--- src/rtl/mem_access_pkg.sv ---
// Shared encodings and alignment helpers for the data-memory access sequencer.
package mem_access_pkg;

    localparam logic [2:0] T_W  = 3'd0;
    localparam logic [2:0] T_H  = 3'd1;
    localparam logic [2:0] T_HU = 3'd2;
    localparam logic [2:0] T_B  = 3'd3;
    localparam logic [2:0] T_BU = 3'd4;

    typedef enum logic [2:0] {
        S_IDLE,
        S_RD,
        S_CAP,
        S_WR,
        S_DONE
    } state_t;

    function automatic logic is_illegal_type(input logic [2:0] typ);
        return typ > T_BU;
    endfunction

    function automatic logic is_misaligned(input logic [2:0] typ, input logic [1:0] addr_lo);
        case (typ)
            T_W:       return addr_lo != 2'b00;
            T_H, T_HU: return addr_lo[0];
            default:   return 1'b0;
        endcase
    endfunction

endpackage

--- src/rtl/mem_lane_unit.sv ---
// Little-endian lane extraction for loads and sub-word merge for stores.
module mem_lane_unit
    import mem_access_pkg::*;
(
    input  logic [2:0]  typ,
    input  logic [1:0]  addr_lo,
    input  logic [31:0] word_in,
    input  logic [31:0] wdata,
    output logic [31:0] load_val,
    output logic [31:0] store_word
);

    logic [15:0] half_sel;
    logic [7:0]  byte_sel;
    logic [4:0]  bofs;

    always_comb begin
        half_sel   = addr_lo[1] ? word_in[31:16] : word_in[15:0];
        bofs       = {addr_lo, 3'b000};
        byte_sel   = word_in[bofs +: 8];
        load_val   = '0;
        store_word = word_in;
        case (typ)
            T_W: begin
                load_val   = word_in;
                store_word = wdata;
            end
            T_H, T_HU: begin
                load_val = {{16{(typ == T_H) & half_sel[15]}}, half_sel};
                if (addr_lo[1])
                    store_word[31:16] = wdata[15:0];
                else
                    store_word[15:0] = wdata[15:0];
            end
            T_B, T_BU: begin
                load_val = {{24{(typ == T_B) & byte_sel[7]}}, byte_sel};
                store_word[bofs +: 8] = wdata[7:0];
            end
            default: ;
        endcase
    end

endmodule

--- src/rtl/mem_access_ctrl.sv ---
// Multi-cycle load/store sequencer driving a word-addressed synchronous RAM.
//
//   state  | meaning
//   IDLE   | req_ready high, waiting for a request
//   RD     | RAM read issued for a load or sub-word store
//   CAP    | ram_rdata valid; extract load value or build merged store word
//   WR     | RAM word write of the merge register
//   DONE   | one-cycle response pulse
module mem_access_ctrl
    import mem_access_pkg::*;
#(
    parameter int ADDR_W = 11,
    parameter int DATA_W = 32
) (
    input  logic              clk,
    input  logic              rst,
    input  logic              req_valid,
    output logic              req_ready,
    input  logic              req_we,
    input  logic [2:0]        req_type,
    input  logic [31:0]       req_addr,
    input  logic [DATA_W-1:0] req_wdata,
    output logic              resp_valid,
    output logic [DATA_W-1:0] resp_rdata,
    output logic              resp_err,
    output logic              ram_en,
    output logic              ram_we,
    output logic [ADDR_W-1:0] ram_addr,
    output logic [DATA_W-1:0] ram_wdata,
    input  logic [DATA_W-1:0] ram_rdata
);

    state_t      state;
    logic        lat_we;
    logic [2:0]  lat_type;
    logic [1:0]  lat_addr_lo;
    logic [31:0] lat_wdata;
    logic [31:0] load_val;
    logic [31:0] store_word;
    logic        req_bad;

    // Byte address bits above the RAM word range are deliberately ignored.
    logic unused_addr_hi;
    assign unused_addr_hi = ^req_addr[31:ADDR_W+2];

    assign req_bad = is_illegal_type(req_type) || is_misaligned(req_type, req_addr[1:0]);

    mem_lane_unit u_lane (
        .typ        (lat_type),
        .addr_lo    (lat_addr_lo),
        .word_in    (ram_rdata),
        .wdata      (lat_wdata),
        .load_val   (load_val),
        .store_word (store_word)
    );

    always_ff @(posedge clk) begin
        if (rst) begin
            state       <= S_IDLE;
            req_ready   <= 1'b1;
            resp_valid  <= 1'b0;
            resp_err    <= 1'b0;
            resp_rdata  <= '0;
            ram_en      <= 1'b0;
            ram_we      <= 1'b0;
            ram_addr    <= '0;
            ram_wdata   <= '0;
            lat_we      <= 1'b0;
            lat_type    <= T_W;
            lat_addr_lo <= 2'b00;
            lat_wdata   <= '0;
        end else begin
            case (state)
                S_IDLE: begin
                    if (req_valid && req_ready) begin
                        lat_we      <= req_we;
                        lat_type    <= req_type;
                        lat_addr_lo <= req_addr[1:0];
                        lat_wdata   <= req_wdata;
                        ram_addr    <= req_addr[ADDR_W+1:2];
                        req_ready   <= 1'b0;
                        if (req_bad) begin
                            resp_valid <= 1'b1;
                            resp_err   <= 1'b1;
                            resp_rdata <= '0;
                            state      <= S_DONE;
                        end else if (req_we && req_type == T_W) begin
                            // Full-word store needs no read; merge register is the store data.
                            ram_wdata <= req_wdata;
                            ram_en    <= 1'b1;
                            ram_we    <= 1'b1;
                            state     <= S_WR;
                        end else begin
                            ram_en <= 1'b1;
                            state  <= S_RD;
                        end
                    end
                end
                S_RD: begin
                    ram_en <= 1'b0;
                    state  <= S_CAP;
                end
                S_CAP: begin
                    if (lat_we) begin
                        ram_wdata <= store_word;
                        ram_en    <= 1'b1;
                        ram_we    <= 1'b1;
                        state     <= S_WR;
                    end else begin
                        resp_valid <= 1'b1;
                        resp_err   <= 1'b0;
                        resp_rdata <= load_val;
                        state      <= S_DONE;
                    end
                end
                S_WR: begin
                    ram_en     <= 1'b0;
                    ram_we     <= 1'b0;
                    resp_valid <= 1'b1;
                    resp_err   <= 1'b0;
                    resp_rdata <= '0;
                    state      <= S_DONE;
                end
                S_DONE: begin
                    resp_valid <= 1'b0;
                    req_ready  <= 1'b1;
                    state      <= S_IDLE;
                end
                default: state <= S_IDLE;
            endcase
        end
    end

endmodule

--- config.mk ---
export PLATFORM = sky130hd
export DESIGN_NAME = mem_access_ctrl
export DESIGN_NICKNAME = d
export VERILOG_FILES = /design/src/rtl/mem_access_pkg.sv /design/src/rtl/mem_lane_unit.sv /design/src/rtl/mem_access_ctrl.sv
export SDC_FILE = /design/constraint.sdc
export NUM_CORES = 1
export LEC_CHECK = 0
export ABC_AREA = 0
export CORE_MARGIN = 8
export CORE_UTILIZATION = 40
export CTS_CLUSTER_SIZE = 16
export DETAILED_ROUTE_END_ITERATION = 12
export PLACE_DENSITY = 0.74
export SLEW_MARGIN = 5
export SYNTH_ARGS = -nofsm -noshare
export SYNTH_HDL_FRONTEND = slang
export SYNTH_SLANG_ARGS = --single-unit
--- constraint.sdc ---
create_clock -name clk -period 2.28 [get_ports clk]
set_clock_uncertainty 0.1 [all_clocks]
set_input_delay 0.57 -clock clk [delete_from_list [all_inputs] [get_ports clk]]
set_output_delay 0.57 -clock clk [all_outputs]
set_load 0.02 [all_outputs]
==> metrics.yaml <==
total_power_uw: 6180
antenna_cells: 0
p_seq_share_pct: 37.4
dr.pass1.iters: 6
viasPerCell: 5.717
port_buffers: 163
path_max_fanout: 47
synthesis.area_um2: 5976
cts_setup_buffers: 0
die_h_um: 138.2
h-tree-depth: 4
relSlewSlack_pct: 45.32
fmax_ghz: 0.4462
dieArea_um2: 19110
critPathCapture: "ram_wdata[12]$_SDFFE_PP0P_"
p_leak_uw: 0.003434
wirelength_um: 22810
crit_path_max_incr_delay_ns: 0.52
outcome: "completed"
start_util_pct: 40.96
post-route-min-period_ns: 2.241
path_depth: 8
yosys-top-cells-area: "dfxtp_1, a21oi_1, nand2_1, o21ai_0, mux4_2"
peakVddDrop_mv: 0.5229
worstHoldPathCells: 2
grt_pass1_vias: 6290
r2r-end: "ram_wdata[29]$_SDFFE_PP0P_"
dr_total_vias: 6586
cts_made_buffers: 17
critPathTopFamily: "compound AO/OA/AOI/OAI gates"
drt-initial-drc-count: 691
p_sw_share_pct: 26.94
ys_warn_count: 0
clkPwrFrac_pct: 43.4
avgSynthCellArea_um2: 7.978
grt_pass1_wl_um: 35380
combPwrFrac_pct: 19.2
synthCells: 749
postPlaceCellArea_um2: 8319
cp_cell_sequence: "clkdlybuf4s50_1 -> buf_4 -> nand2_1 -> a311oi_4 -> o22a_2 -> buf_12 -> o21ai_0 -> a31oi_1"
finalCritPeriodShare_pct: 98.29
cp-startpoint: "req_type[0]"
antenna_left: 0
clk_pin_slew_ns: 0.05
synth_seq_cells: 121
cts_root_buf: "clkbuf_16"
overflow: 0
cap_viol_max_count: 0
powerDensity_nw_per_um2: 689.7
dp_hpwl_um: 17000
synth_seq_area_share_pct: 40.54
rsz0062_at_grt: "yes"
rrSetupSlack_ns: 0.10
worstSetupPathType: "in -> reg"
setup_viol: 0
cts_tree: "yes"
worstMarginPinSlew_ns: 0.8168
synthArstFlopShare_pct: 0
synth.top_cell.area_share_pct: 40.54
rr_startpoint: "lat_type[1]$_SDFFE_PP0P_"
synth_cell_types: 59
synth_area_leader_cell: "dfxtp_1"
holdWs_ns: 0.3479
cp.arrival_ns: 2.48
worst-endpoint-required_ns: 2.52
power_switching_uw: 1665
grt_max_degree: 53
start_kind: "input pin"
ys.flop_type: "dfxtp_1"
path_buf_inv: 3
p_int_uw: 4515
seq_area_um2: 2426
finish.net_count: 1063
yosysMostFrequentCell: "nand2_1"
yosys-top-cells-count: "nand2_1, dfxtp_1, a21oi_1"
post_drt_wl_per_cell_um: 19.80
core-area_um2: 14590
hold_violations: 0
worstSkewPairLatency_ns: 0.42
final_layout_size_suffix_gt1_share_pct: 16.32
drv_slew: 0
reg2reg_depth: 7
die-width_um: 138.2
critical_path.slowest_cell: "clkdlybuf4s50_1"
rows: 44
fillers: 1276
clock_path_buffers: 2
synth-edff-count: 0
num_io_pins: 183
multi_input_area_um2: 3294
track_usage_pct: 23.16
drc_errors: 0
synth_fp_nets: 857
finalWeightedCongestion: 0.9548
design_area_um2: 8961
syn_to_final_growth_pct: 49.96
cts_sinks: 121
worstSetupEndpointType: "register"
antenna_found_initial: 0
hold_path.class: "reg -> reg"
==> what timing repair did <==
| item | in CTS | in global routing |
|---|---|---|
| gates resized for setup | 1 | 9 |
| pin swaps | 0 | 1 |
| hold buffers | 0 | 0 |
| setup endpoints to repair | 3 | 16 |
==> stage by stage <==
step | instances | utilization, % | TNS [ns] | setup WS (ns)
global placement | 1120 | 57.02 | -16.85 | -0.2824
global route | 1152 | 61.42 | -0.08015 | -0.05043
floorplan | 749 | - | 0 | 0.1194
CTS | 1152 | 61.16 | 0 | 0.02842
detailed placement | 1120 | 57.02 | -18.47 | -0.3265
finish | 1152 | 61.42 | 0 | 0.03894
==> power by group through the flow <==
stage / Clock [µW] / Combinational (µW) / Sequential [µW]
2_1_floorplan: 0 / 564 / 2360
3_3_place_gp: 0 / 1150 / 2340
3_5_place_dp: 0 / 1160 / 2350
4_1_cts: 2720 / 1170 / 2310
5_1_grt: 2820 / 1270 / 2320
6_report: 2690 / 1190 / 2310
==> flip-flops by register name (all words and copies together), names as in the netlist <==
| register | cells |
|---|---|
| lat_addr_lo | 2 |
| lat_type | 3 |
| lat_wdata | 32 |
| lat_we | 1 |
| ram_addr | 11 |
| ram_en | 1 |
| ram_wdata | 32 |
| ram_we | 1 |
| req_ready | 1 |
| resp_err | 1 |
| resp_rdata | 32 |
| resp_valid | 1 |
| state | 3 |
==> how the worst min path moves through the flow <==
stage,slack (ns),to,startpoint
global placement,0.33,resp_rdata[9]$_SDFFE_PP0P_,resp_rdata[9]$_SDFFE_PP0P_
finish,0.35,resp_rdata[26]$_SDFFE_PP0P_,resp_rdata[26]$_SDFFE_PP0P_
global route,0.37,lat_wdata[17]$_SDFFE_PP0P_,lat_wdata[17]$_SDFFE_PP0P_
CTS,0.35,resp_rdata[22]$_SDFFE_PP0P_,resp_rdata[22]$_SDFFE_PP0P_
detailed placement,0.34,resp_rdata[30]$_SDFFE_PP0P_,resp_rdata[30]$_SDFFE_PP0P_
floorplan,0.34,lat_wdata[16]$_SDFFE_PP0P_,lat_wdata[16]$_SDFFE_PP0P_
==> worst reg2reg max path, cell delays in order, from the launching register on <==
cell and delay [ns]:
dfxtp_1 0.43, buf_4 0.23, or3b_2 0.50, nand3_1 0.11, o21ai_0 0.13, a221oi_1 0.33
buf_4 0.17, a21oi_1 0.05
==> cell families after synthesis <==
group                    Yosys count  synth area share, %
XOR/XNOR                           1               0.1466
multiplexers                      11                3.727
buffers and inverters             72                5.423
adder cells (fa/ha/maj)            6                1.214
AO/OA/AOI/OAI                    286                29.59
AND/OR/NAND/NOR                  252                19.37
flip-flops                       121                40.54
==> cell type report <==
| class | count | area share [%] |
|---|---|---|
| Clock buffer | 25 | 5.641 |
| Clock inverter | 7 | 0.9913 |
| Inverter | 6 | 0.2513 |
| Multi-Input combinational cell | 556 | 36.76 |
| Sequential cell | 121 | 27.07 |
| Tap cell | 184 | 2.569 |
| Timing Repair Buffer | 253 | 26.71 |
==> per-layer routing <==
metal	track usage, %	up-vias	wire, µm
li1	-	3147	-
met1	30.49	3034	9644
met2	34.05	359	9975
met3	7.329	46	2514
met4	9.897	0	680
met5	0	-	0
==> placed cells by master, fill, tap and decap left out, drive strengths merged, types with 4 or more instances in the layout <==
cell type,instances
dfxtp,121
inv,6
a211oi,5
a22o,8
clkbuf,25
nand3,36
and3,4
a222oi,8
nand2,149
nand2b,9
clkinv,5
o21ai,65
a221oi,12
a22oi,8
nor3,7
mux4,9
buf,91
ha,5
clkdlybuf4s50,162
a32oi,8
nor2,25
a21o,10
nor4b,4
a31o,6
o41ai,7
a21oi,118
a31oi,16
o21a,4
Power figures use the tool's default switching activity.
